## config.mk

```make
export PLATFORM = sky130hd
export DESIGN_NAME = wb_port_arbiter
export DESIGN_NICKNAME = d
export VERILOG_FILES = /design/src/rtl/wb_arb_pkg.sv /design/src/rtl/wb_arb_fifo.sv /design/src/rtl/wb_port_arbiter.sv
export SDC_FILE = /design/constraint.sdc
export NUM_CORES = 1
export LEC_CHECK = 0
export ABC_AREA = 1
export CAP_MARGIN = 10
export CORE_MARGIN = 2
export CORE_UTILIZATION = 35
export DETAILED_ROUTE_END_ITERATION = 10
export GPL_ROUTABILITY_DRIVEN = 0
export PLACE_DENSITY = 0.58
export SKIP_LAST_GASP = 1
export SYNTH_ARGS = -nofsm -noshare
export SYNTH_HDL_FRONTEND = slang
export SYNTH_SLANG_ARGS = --single-unit
```

## constraint.sdc

```tcl
create_clock -name clk -period 5.7 [get_ports clk]
set_input_delay 1.425 -clock clk [delete_from_list [all_inputs] [get_ports clk]]
set_output_delay 1.425 -clock clk [all_outputs]
set_load 0.05 [all_outputs]
```

## src/rtl/wb_arb_pkg.sv

```systemverilog
// Shared types for the WB write-port arbiter: data widths, FSM states and the
// queued MDU result entry.
package wb_arb_pkg;

  localparam int unsigned XLEN   = 32;
  localparam int unsigned REG_AW = 5;
  localparam int unsigned NREGS  = 1 << REG_AW;

  typedef enum logic [1:0] {
    IDLE    = 2'd0,
    PENDING = 2'd1,
    DRAIN   = 2'd2
  } arb_state_e;

  typedef struct packed {
    logic [REG_AW-1:0] rd;
    logic [XLEN-1:0]   data;
  } wb_entry_t;

  function automatic logic [NREGS-1:0] reg_onehot(input logic [REG_AW-1:0] r);
    reg_onehot    = '0;
    reg_onehot[r] = 1'b1;
  endfunction

endpackage

```

## src/rtl/wb_arb_fifo.sv

```systemverilog
// DEPTH-entry synchronous FIFO holding MDU results awaiting a regfile write slot.
// Pointers carry an extra MSB so full and empty are distinguishable.
module wb_arb_fifo
  import wb_arb_pkg::*;
#(
  parameter int unsigned DEPTH = 2
) (
  input  logic                     clk,
  input  logic                     rst_n,
  input  logic                     push,
  input  wb_entry_t                push_entry,
  input  logic                     pop,
  output logic                     full,
  output logic                     empty,
  output logic [$clog2(DEPTH):0]   count,
  output wb_entry_t                head
);

  localparam int unsigned AW = $clog2(DEPTH);

  logic [AW:0] wr_ptr;
  logic [AW:0] rd_ptr;
  wb_entry_t   mem [DEPTH];

  always_ff @(posedge clk) begin
    if (!rst_n) begin
      wr_ptr <= '0;
      rd_ptr <= '0;
    end else begin
      if (push) wr_ptr <= wr_ptr + (AW+1)'(1);
      if (pop)  rd_ptr <= rd_ptr + (AW+1)'(1);
    end
  end

  always_ff @(posedge clk) begin
    if (push) mem[wr_ptr[AW-1:0]] <= push_entry;
  end

  always_comb begin
    count = wr_ptr - rd_ptr;
    empty = (wr_ptr == rd_ptr);
    full  = (count == (AW+1)'(DEPTH));
    head  = mem[rd_ptr[AW-1:0]];
  end

endmodule

```

## src/rtl/wb_port_arbiter.sv

```systemverilog
// Regfile write-port arbiter between the WB stage and the MDU, with a result FIFO,
// anti-starvation drain and busy mask. Optional same-cycle MDU bypass: WB_BYPASS_EN.
module wb_port_arbiter
  import wb_arb_pkg::*;
#(
  parameter int unsigned DEPTH        = 2,
  parameter int unsigned STARVE_LIMIT = 4
) (
  input  logic              clk,
  input  logic              rst_n,
  input  logic              pipe_we,
  input  logic [REG_AW-1:0] pipe_rd,
  input  logic [XLEN-1:0]   pipe_data,
  input  logic              mdu_valid,
  output logic              mdu_ready,
  input  logic [REG_AW-1:0] mdu_rd,
  input  logic [XLEN-1:0]   mdu_data,
  output logic              stall_pipe,
  output logic              rf_we,
  output logic [REG_AW-1:0] rf_rd,
  output logic [XLEN-1:0]   rf_wdata,
  output logic [NREGS-1:0]  busy_mask
);

  localparam int unsigned AGE_W = $clog2(STARVE_LIMIT + 1);
  localparam int unsigned CNT_W = $clog2(DEPTH) + 1;

  arb_state_e        state;
  arb_state_e        state_next;
  logic [AGE_W-1:0]  age;
  logic [AGE_W-1:0]  age_next;
  logic [NREGS-1:0]  busy_next;

  logic              pipe_wr;
  logic              mdu_fire;
  logic              bypass;
  logic              push;
  logic              pop;
  logic              fifo_full;
  logic              fifo_empty;
  logic [CNT_W-1:0]  fifo_count;
  wb_entry_t         fifo_head;
  wb_entry_t         push_entry;

  assign push_entry = '{rd: mdu_rd, data: mdu_data};

  wb_arb_fifo #(.DEPTH(DEPTH)) u_fifo (
    .clk        (clk),
    .rst_n      (rst_n),
    .push       (push),
    .push_entry (push_entry),
    .pop        (pop),
    .full       (fifo_full),
    .empty      (fifo_empty),
    .count      (fifo_count),
    .head       (fifo_head)
  );

  always_comb begin
    pipe_wr   = pipe_we && (pipe_rd != '0);
    mdu_ready = rst_n && !fifo_full && !busy_mask[mdu_rd];
    mdu_fire  = mdu_valid && mdu_ready;
  end

`ifdef WB_BYPASS_EN
  assign bypass = (state == IDLE) && !pipe_wr && mdu_fire;
`else
  assign bypass = 1'b0;
`endif

  // x0 results are acknowledged but never enter the queue.
  always_comb begin
    push = mdu_fire && (mdu_rd != '0) && !bypass;
    pop  = rst_n && !fifo_empty &&
           ((state == DRAIN) || ((state == PENDING) && !pipe_wr));
  end

  always_ff @(posedge clk) begin
    if (!rst_n) begin
      state     <= IDLE;
      age       <= '0;
      busy_mask <= '0;
    end else begin
      state     <= state_next;
      age       <= age_next;
      busy_mask <= busy_next;
    end
  end

  // DRAIN is entered on the edge where the blocked count reaches the limit.
  always_comb begin
    state_next = state;
    age_next   = age;
    unique case (state)
      IDLE: begin
        age_next = '0;
        if (push) state_next = PENDING;
      end
      PENDING: begin
        if (pipe_wr) begin
          age_next = age + AGE_W'(1);
          if (age_next == AGE_W'(STARVE_LIMIT)) state_next = DRAIN;
        end else begin
          age_next = '0;
          if ((fifo_count == CNT_W'(1)) && !push) state_next = IDLE;
        end
      end
      DRAIN: begin
        age_next   = '0;
        state_next = ((fifo_count > CNT_W'(1)) || push) ? PENDING : IDLE;
      end
      default: begin
        state_next = IDLE;
        age_next   = '0;
      end
    endcase
  end

  always_comb begin
    busy_next = busy_mask;
    if (pop)  busy_next = busy_next & ~reg_onehot(fifo_head.rd);
    if (push) busy_next = busy_next | reg_onehot(mdu_rd);
  end

  always_comb begin
    rf_we      = 1'b0;
    rf_rd      = pipe_rd;
    rf_wdata   = pipe_data;
    stall_pipe = 1'b0;
    unique case (state)
      IDLE: begin
        if (pipe_wr) begin
          rf_we = 1'b1;
        end else if (bypass && (mdu_rd != '0)) begin
          rf_we    = 1'b1;
          rf_rd    = mdu_rd;
          rf_wdata = mdu_data;
        end
      end
      PENDING: begin
        rf_we = 1'b1;
        if (!pipe_wr) begin
          rf_rd    = fifo_head.rd;
          rf_wdata = fifo_head.data;
        end
      end
      DRAIN: begin
        rf_we      = 1'b1;
        rf_rd      = fifo_head.rd;
        rf_wdata   = fifo_head.data;
        stall_pipe = 1'b1;
      end
      default: ;
    endcase
    if (!rst_n) begin
      rf_we      = 1'b0;
      stall_pipe = 1'b0;
    end
  end

endmodule
```

# == Yosys cells after proc, flatten, opt, wreduce, memory -nomap -nowiden ==
# Memory sizes are Yosys's and may differ from the RTL's. A register that Yosys moved wholly into a read port is not among the register bits.
# Cells that the tools add are included.
# word_totals
ram_bits,74
register_bits,41
inputBits,78
out_inout_bits,72
n_memories,1
elab_cells,78
# memory_table
name,words,width,rd,rd_ports_with_merged_regs,write_ports,line,text
u_fifo.mem,2,37,1,1,1,wb_arb_fifo.sv:23,wb_entry_t mem [DEPTH];
# op_classes
bitwise,3
muxes,27
n_reduce_logical,24
n_addsub,4
n_lt_le_gt_ge,5
eq_ne,9
# op_table
op,n
$mux 32,3
$pmux 32 s2,1
$and 32x32->32,1
$not 32->32,1
$or 32x32->32,1
$lt 5x6->1 const B,2
$mux 1,12
$logic_and 1x1->1,11
$demux 1 s5,2
$ge 5x1->1 const B,2
$pmux 5 s2,1
$reduce_bool 5->1,2
$mux 2,4
$ne 3x2->1 const B,2
$pmux 2 s3,1
$reduce_and 3->1,2
$bmux 1 s5,1
$logic_not 1->1,5
$mux 5,1
$add 2x1->2 const B,2
$eq 2x1->1 const B,2
$eq 2x2->1 const B,2
$add 3x1->3 const B,1
$eq 3x3->1 const B,1
other kinds (8),9

# == Depth between registers and ports, before layout ==
# depth
depth_word,12
depth_mapped,19
depth_no_buf,17

# == Cells and area by module ==
# Synthesis repeated with hierarchy kept, for this count alone.
# unflattened
cells_unflattened,605
hier_area_um2,5615.4
# by_module_without_submodules
mod,seq_area_each_um2,n_inst,cells_each,area_per_inst_um2
wb_arb_fifo,2322.2,1,232,3089.2
wb_port_arbiter,740.7,1,373,2526.2

# == Least setup slack after synthesis ==
# OpenSTA, ideal clock, no wires.
# synth_path
kind,input port to output port
from,input port pipe_rd[1]
to,output port rf_rd[1]
arrival_ns,3.369
stages,6
t_required_ns,4.275
path_buffers,1
path_slack_ns,0.906
cell_sequence,nor3_1 -> nand3_1 -> a21oi_1 -> o21ai_1 -> clkbuf_1 -> o21ai_0
# synth_between
elab_chain_len,4
# synth_rtl
item,line,text
from (decl),wb_port_arbiter.sv:12,"input logic [REG_AW-1:0] pipe_rd,"
$reduce_bool 5->1,wb_port_arbiter.sv:60,pipe_wr = pipe_we && (pipe_rd != '0);
$logic_and 1x1->1,wb_port_arbiter.sv:60,
$mux 5,wb_port_arbiter.sv:142,if (!pipe_wr) begin
$pmux 5 s2 (*),wb_port_arbiter.sv:130,unique case (state)
to (decl),wb_port_arbiter.sv:20,"output logic [REG_AW-1:0] rf_rd,"
# Mark *: on every way between the ends. The rest lies on a longest branch, timed or not.

# == Worst setup path after layout ==
# layout_path
from,input port mdu_rd[0]
to,output port mdu_ready
# layout_between
elab_chain_len,4
# layout_rtl
item,line,text
from (decl),wb_port_arbiter.sv:16,"input logic [REG_AW-1:0] mdu_rd,"
$bmux 1 s5,wb_port_arbiter.sv:61,mdu_ready = rst_n && !fifo_full && !busy_mask[mdu_rd];
$mux 1 (implied by the code),wb_port_arbiter.sv:61,
$logic_not 1->1,wb_port_arbiter.sv:61,
$logic_and 1x1->1,wb_port_arbiter.sv:61,
to (decl),wb_port_arbiter.sv:15,"output logic mdu_ready,"
# Every way passes these cells. The select of a mux whose other input is x is not followed.

==> impl_metrics.sql <==
INSERT INTO impl_metrics (metric_group, metric, value, unit) VALUES
('run_status', 'outcome', 'finished clean', ''),
('finish', 'antennaDiodeCount', '0', ''),
('logic_synthesis', 'ys_warn_count', '0', ''),
('floorplan', 'die_h', '127.0', 'um'),
('floorplan', 'ioPinCount', '150', ''),
('timing', 'unrepaired_setup_endpoints_after_global_routing', 'false', ''),
('logic_synthesis', 'syn_nets', '641', ''),
('placed_design', 'dpl.hpwl', '10470', 'um'),
('timing', 'max_freq', '206.7', 'MHz'),
('cts', 'cts_inserted_buffers', '17', ''),
('flow_run', 'drv.max_cap_violation_count', '0', ''),
('timing', 'finalSetupTns', '0', 'ns'),
('cts', 'clockBufferDepth', '2', ''),
('power_and_ir_drop', 'static_leakage', '2.981', 'nW'),
('global_route', 'grt_met1_use', '21.88', '%'),
('routing', 'via_per_inst', '5.074', ''),
('cts', 'clock_sink_count', '116', ''),
('setup_path', 'critical_path.startpoint_type', 'primary input', ''),
('global_route', 'grt.met3_usage', '4.899', '%'),
('setup_path', 'cp-end-kind', 'output port', ''),
('floorplan', 'floorplan.initialDensity', '36.18', '%'),
('global_route', 'wire_length_of_the_first_global_routing_pass', '23320', 'um'),
('placed_design', 'port_buffers', '149', ''),
('cts', 'postCtsSetupBuffers', '0', ''),
('setup_path', 'timing.setup.critical_path_class', 'primary input to output port', ''),
('finish', 'nNetsFinal', '796', ''),
('routing', 'antenna_nets_post_route', '0', ''),
('timing', 'slew_headroom', '49.99', '%'),
('cts', 'cts-resized-gates', '0', ''),
('logic_synthesis', 'synth-seq-cells', '116', ''),
('logic_synthesis', 'post_synth_num_cell_types', '31', ''),
('timing', 'timing_hold_violations_final', '0', ''),
('floorplan', 'die_span_x', '127.0', 'um'),
('timing', 'finalMaxSlewViolations', '0', ''),
('finish', 'final_layout_size_suffix_gt1_share', '12.98', '%'),
('timing', 'final_period_minus_worst_setup_slack', '4.839', 'ns'),
('global_route', 'antenna_found_initial', '0', ''),
('cts', 'tritoncts', 'done', ''),
('floorplan', 'core.rowCount', '44', ''),
('power_and_ir_drop', 'power.density_cell_area', '358.5', 'nW/um2'),
('routing', 'detail_route.iter0.violations', '353', ''),
('routing', 'wl_per_cell', '16.32', 'um'),
('finish', 'filler_cell_count', '1288', ''),
('floorplan', 'core_region_area', '14640', 'um2'),
('routing', 'detail_route.first_pass.iterations', '6', ''),
('logic_synthesis', 'syn-mean-instance-area', '9.528', 'um2'),
('logic_synthesis', 'syn_inst', '556', ''),
('floorplan', 'floorplan.die_area', '16140', 'um2'),
('timing', 'timing.clock.skew', '0.008410', 'ns'),
('global_route', 'largest_net_degree_at_the_start_of_global_routing', '41', ''),
('timing', 'report.final.setup_viol', '0', ''),
('setup_path', 'worst-path-max-fanout', '13', ''),
('routing', 'routed-via-count', '4607', ''),
('placed_design', 'place_worst_setup_slack', '0.9011', 'ns'),
('power_and_ir_drop', 'vdd.ir_drop.worst', '251.1', 'uV'),
('finish', 'areaGrowthSynthToFinish', '49.72', '%'),
('cts', 'worstSkewPairLatency', '0.41', 'ns'),
('global_route', 'globalRouteTotalUtil', '18.71', '%'),
('cts', 'postCtsHoldBufs', '0', ''),
('logic_synthesis', 'synth_seq_area_share', '57.82', '%'),
('cts', 'clk_pin_slew', '0.05', 'ns'),
('timing', 'final.setup.worst_slack', '0.8613', 'ns'),
('cts', 'root_buffer', 'sky130_fd_sc_hd__clkbuf_16', ''),
('routing', 'drt_drc_violations_left', '0', ''),
('global_route', 'global_route.overflow_total', '0', ''),
('setup_path', 'worst_ep_required_time', '4.28', 'ns'),
('timing', 'tightest_slew', '0.7422', 'ns'),
('routing', 'postRouteWirelength', '14820', 'um'),
('global_route', 'grt_pass1_vias', '4562', ''),
('global_route', 'grt-busiest-layer', 'met2', ''),
('hold_path', 'holdCritPathClass', 'flip-flop to flip-flop', ''),
('setup_path', 'cp.arrival', '3.41', 'ns'),
('timing', 'finalCritPeriodShare', '84.89', '%'),
('global_route', 'grtUsageMet2', '33.18', '%'),
('cts', 'htree_levels', '4', ''),
('logic_synthesis', 'post_syn_area', '5298', 'um2');
critical path: stages:
cell and delay, ns:
sky130_fd_sc_hd__clkdlybuf4s50_1 0.81, sky130_fd_sc_hd__inv_2 0.23, sky130_fd_sc_hd__nand2_1 0.11, sky130_fd_sc_hd__nand2_1 0.05, sky130_fd_sc_hd__nand2_1 0.05, sky130_fd_sc_hd__nand2_1 0.07, sky130_fd_sc_hd__nand2_1 0.05, sky130_fd_sc_hd__nand2_1 0.06
sky130_fd_sc_hd__nor2_1 0.09, sky130_fd_sc_hd__nand2_1 0.09, sky130_fd_sc_hd__nor2_4 0.15, sky130_fd_sc_hd__buf_4 0.22
Yosys cell counts:
cell / count / area share (%)
sky130_fd_sc_hd__nor3_1: 9 / 0.85
sky130_fd_sc_hd__clkinv_1: 1 / 0.071
sky130_fd_sc_hd__edfxtp_1: 74 / 42
sky130_fd_sc_hd__nand2_1: 138 / 9.8
sky130_fd_sc_hd__nor2_4: 1 / 0.21
sky130_fd_sc_hd__buf_1: 2 / 0.14
sky130_fd_sc_hd__nand4_1: 1 / 0.12
sky130_fd_sc_hd__o21ai_1: 2 / 0.19
sky130_fd_sc_hd__inv_1: 31 / 2.2
sky130_fd_sc_hd__buf_6: 4 / 0.85
sky130_fd_sc_hd__dfxtp_1: 42 / 16
sky130_fd_sc_hd__nor2_2: 3 / 0.35
sky130_fd_sc_hd__o21ai_0: 74 / 7.0
sky130_fd_sc_hd__o211ai_1: 1 / 0.14
sky130_fd_sc_hd__or2_2: 5 / 0.59
sky130_fd_sc_hd__nand3b_1: 1 / 0.14
sky130_fd_sc_hd__a21oi_1: 40 / 3.8
sky130_fd_sc_hd__nor2_1: 19 / 1.3
sky130_fd_sc_hd__and3_1: 1 / 0.12
sky130_fd_sc_hd__xor2_1: 1 / 0.17
sky130_fd_sc_hd__nand3_4: 1 / 0.33
sky130_fd_sc_hd__inv_4: 2 / 0.24
sky130_fd_sc_hd__buf_4: 1 / 0.14
sky130_fd_sc_hd__mux2i_1: 32 / 6.0
sky130_fd_sc_hd__ha_1: 7 / 1.7
sky130_fd_sc_hd__clkbuf_1: 12 / 0.85
sky130_fd_sc_hd__a21oi_2: 1 / 0.17
sky130_fd_sc_hd__inv_2: 2 / 0.14
sky130_fd_sc_hd__buf_2: 3 / 0.28
sky130_fd_sc_hd__nand3_1: 43 / 4.1
sky130_fd_sc_hd__o22ai_1: 2 / 0.24
power breakdown:
part           internal [mW]  switching, mW
registers              0.923         0.0106
logic                  0.386          0.518
clock network          0.638          0.368
worst paths after layout:
check | startpoint | endpoint | slack (ns) | cells past startpoint
setup / recovery | mdu_rd[0] | mdu_ready | 0.86 | 12
hold / removal | age[0] | age[0] | 0.46 | 1
setup reg to reg | flip-flop | busy_mask[18] | 2.98 | 9
hold reg to reg | age[0] | age[0] | 0.46 | 1
layout by cell type (no fill, tap or decap), types with 2 or more instances in the layout:
| master | count |
|---|---|
| sky130_fd_sc_hd__nand2_1 | 138 |
| sky130_fd_sc_hd__clkdlybuf4s50_1 | 111 |
| sky130_fd_sc_hd__o21ai_0 | 74 |
| sky130_fd_sc_hd__edfxtp_1 | 74 |
| sky130_fd_sc_hd__nand3_1 | 43 |
| sky130_fd_sc_hd__dfxtp_1 | 41 |
| sky130_fd_sc_hd__a21oi_1 | 40 |
| sky130_fd_sc_hd__buf_12 | 38 |
| sky130_fd_sc_hd__mux2i_1 | 32 |
| sky130_fd_sc_hd__inv_1 | 31 |
| sky130_fd_sc_hd__nor2_1 | 18 |
| sky130_fd_sc_hd__clkbuf_16 | 17 |
| sky130_fd_sc_hd__nor3_1 | 9 |
| sky130_fd_sc_hd__buf_4 | 9 |
| sky130_fd_sc_hd__ha_1 | 7 |
| sky130_fd_sc_hd__or2_2 | 5 |
| sky130_fd_sc_hd__clkinv_2 | 4 |
| sky130_fd_sc_hd__clkinv_1 | 3 |
| sky130_fd_sc_hd__nor2_4 | 3 |
| sky130_fd_sc_hd__clkinv_4 | 3 |
| sky130_fd_sc_hd__o22ai_1 | 2 |
| sky130_fd_sc_hd__inv_4 | 2 |
| sky130_fd_sc_hd__inv_2 | 2 |
| sky130_fd_sc_hd__nor2_2 | 2 |
| sky130_fd_sc_hd__bufinv_16 | 2 |
| sky130_fd_sc_hd__clkinvlp_4 | 2 |
layer usage:
metal / vias up / routed length (um) / part of all wire, %
met5: - / 0 / 0
li1: 2237 / - / -
met3: 22 / 859 / 5.8
met1: 2169 / 6009 / 41
met2: 179 / 7711 / 52
met4: 0 / 238 / 1.6
area by class of cell:
class / count / area [um2] / share of cell area [%]
Multi-Input combinational cell: 382 / 1991 / 25.10
Clock buffer: 18 / 429.2 / 5.411
Clock inverter: 14 / 137.6 / 1.735
Inverter: 36 / 140.1 / 1.767
Tap cell: 184 / 230.2 / 2.903
Timing Repair Buffer: 158 / 1939 / 24.45
Sequential cell: 116 / 3064 / 38.63
per-stage QoR:
step | util, % | instances | power, mW | hold WS [ns] | area (um2)
floorplan | - | 556 | 1.399 | 0.4214 | 5298
global placement | 50.29 | 876 | 1.851 | 0.4317 | 7365
detailed placement | 50.29 | 876 | 1.860 | 0.4560 | 7365
CTS | 54.16 | 908 | 2.872 | 0.4682 | 7931
global route | 54.16 | 908 | 2.945 | 0.4841 | 7931
finish | 54.16 | 908 | 2.843 | 0.4607 | 7931
cell families (layout without fill, tap and decap cells):
group	Yosys count	count (layout)	share of synthesized area [%]
adders and majority gates	7	7	1.653
and+or+nand+nor	222	222	17.90
muxes	32	32	6.046
buffers and inverters	58	226	4.912
AOI/OAI and AO/OA	120	120	11.50
DFF	116	116	57.82
xor gates and xnor gates	1	1	0.1654
sequential cells by signal, summed over array words and instances, names as in the netlist, named ones only:
name,count
busy_mask,32
u_fifo.mem,74
age,3
u_fifo.rd_ptr,2
u_fifo.wr_ptr,2
state,2
Note: power is estimated with default switching activity, not from simulation.
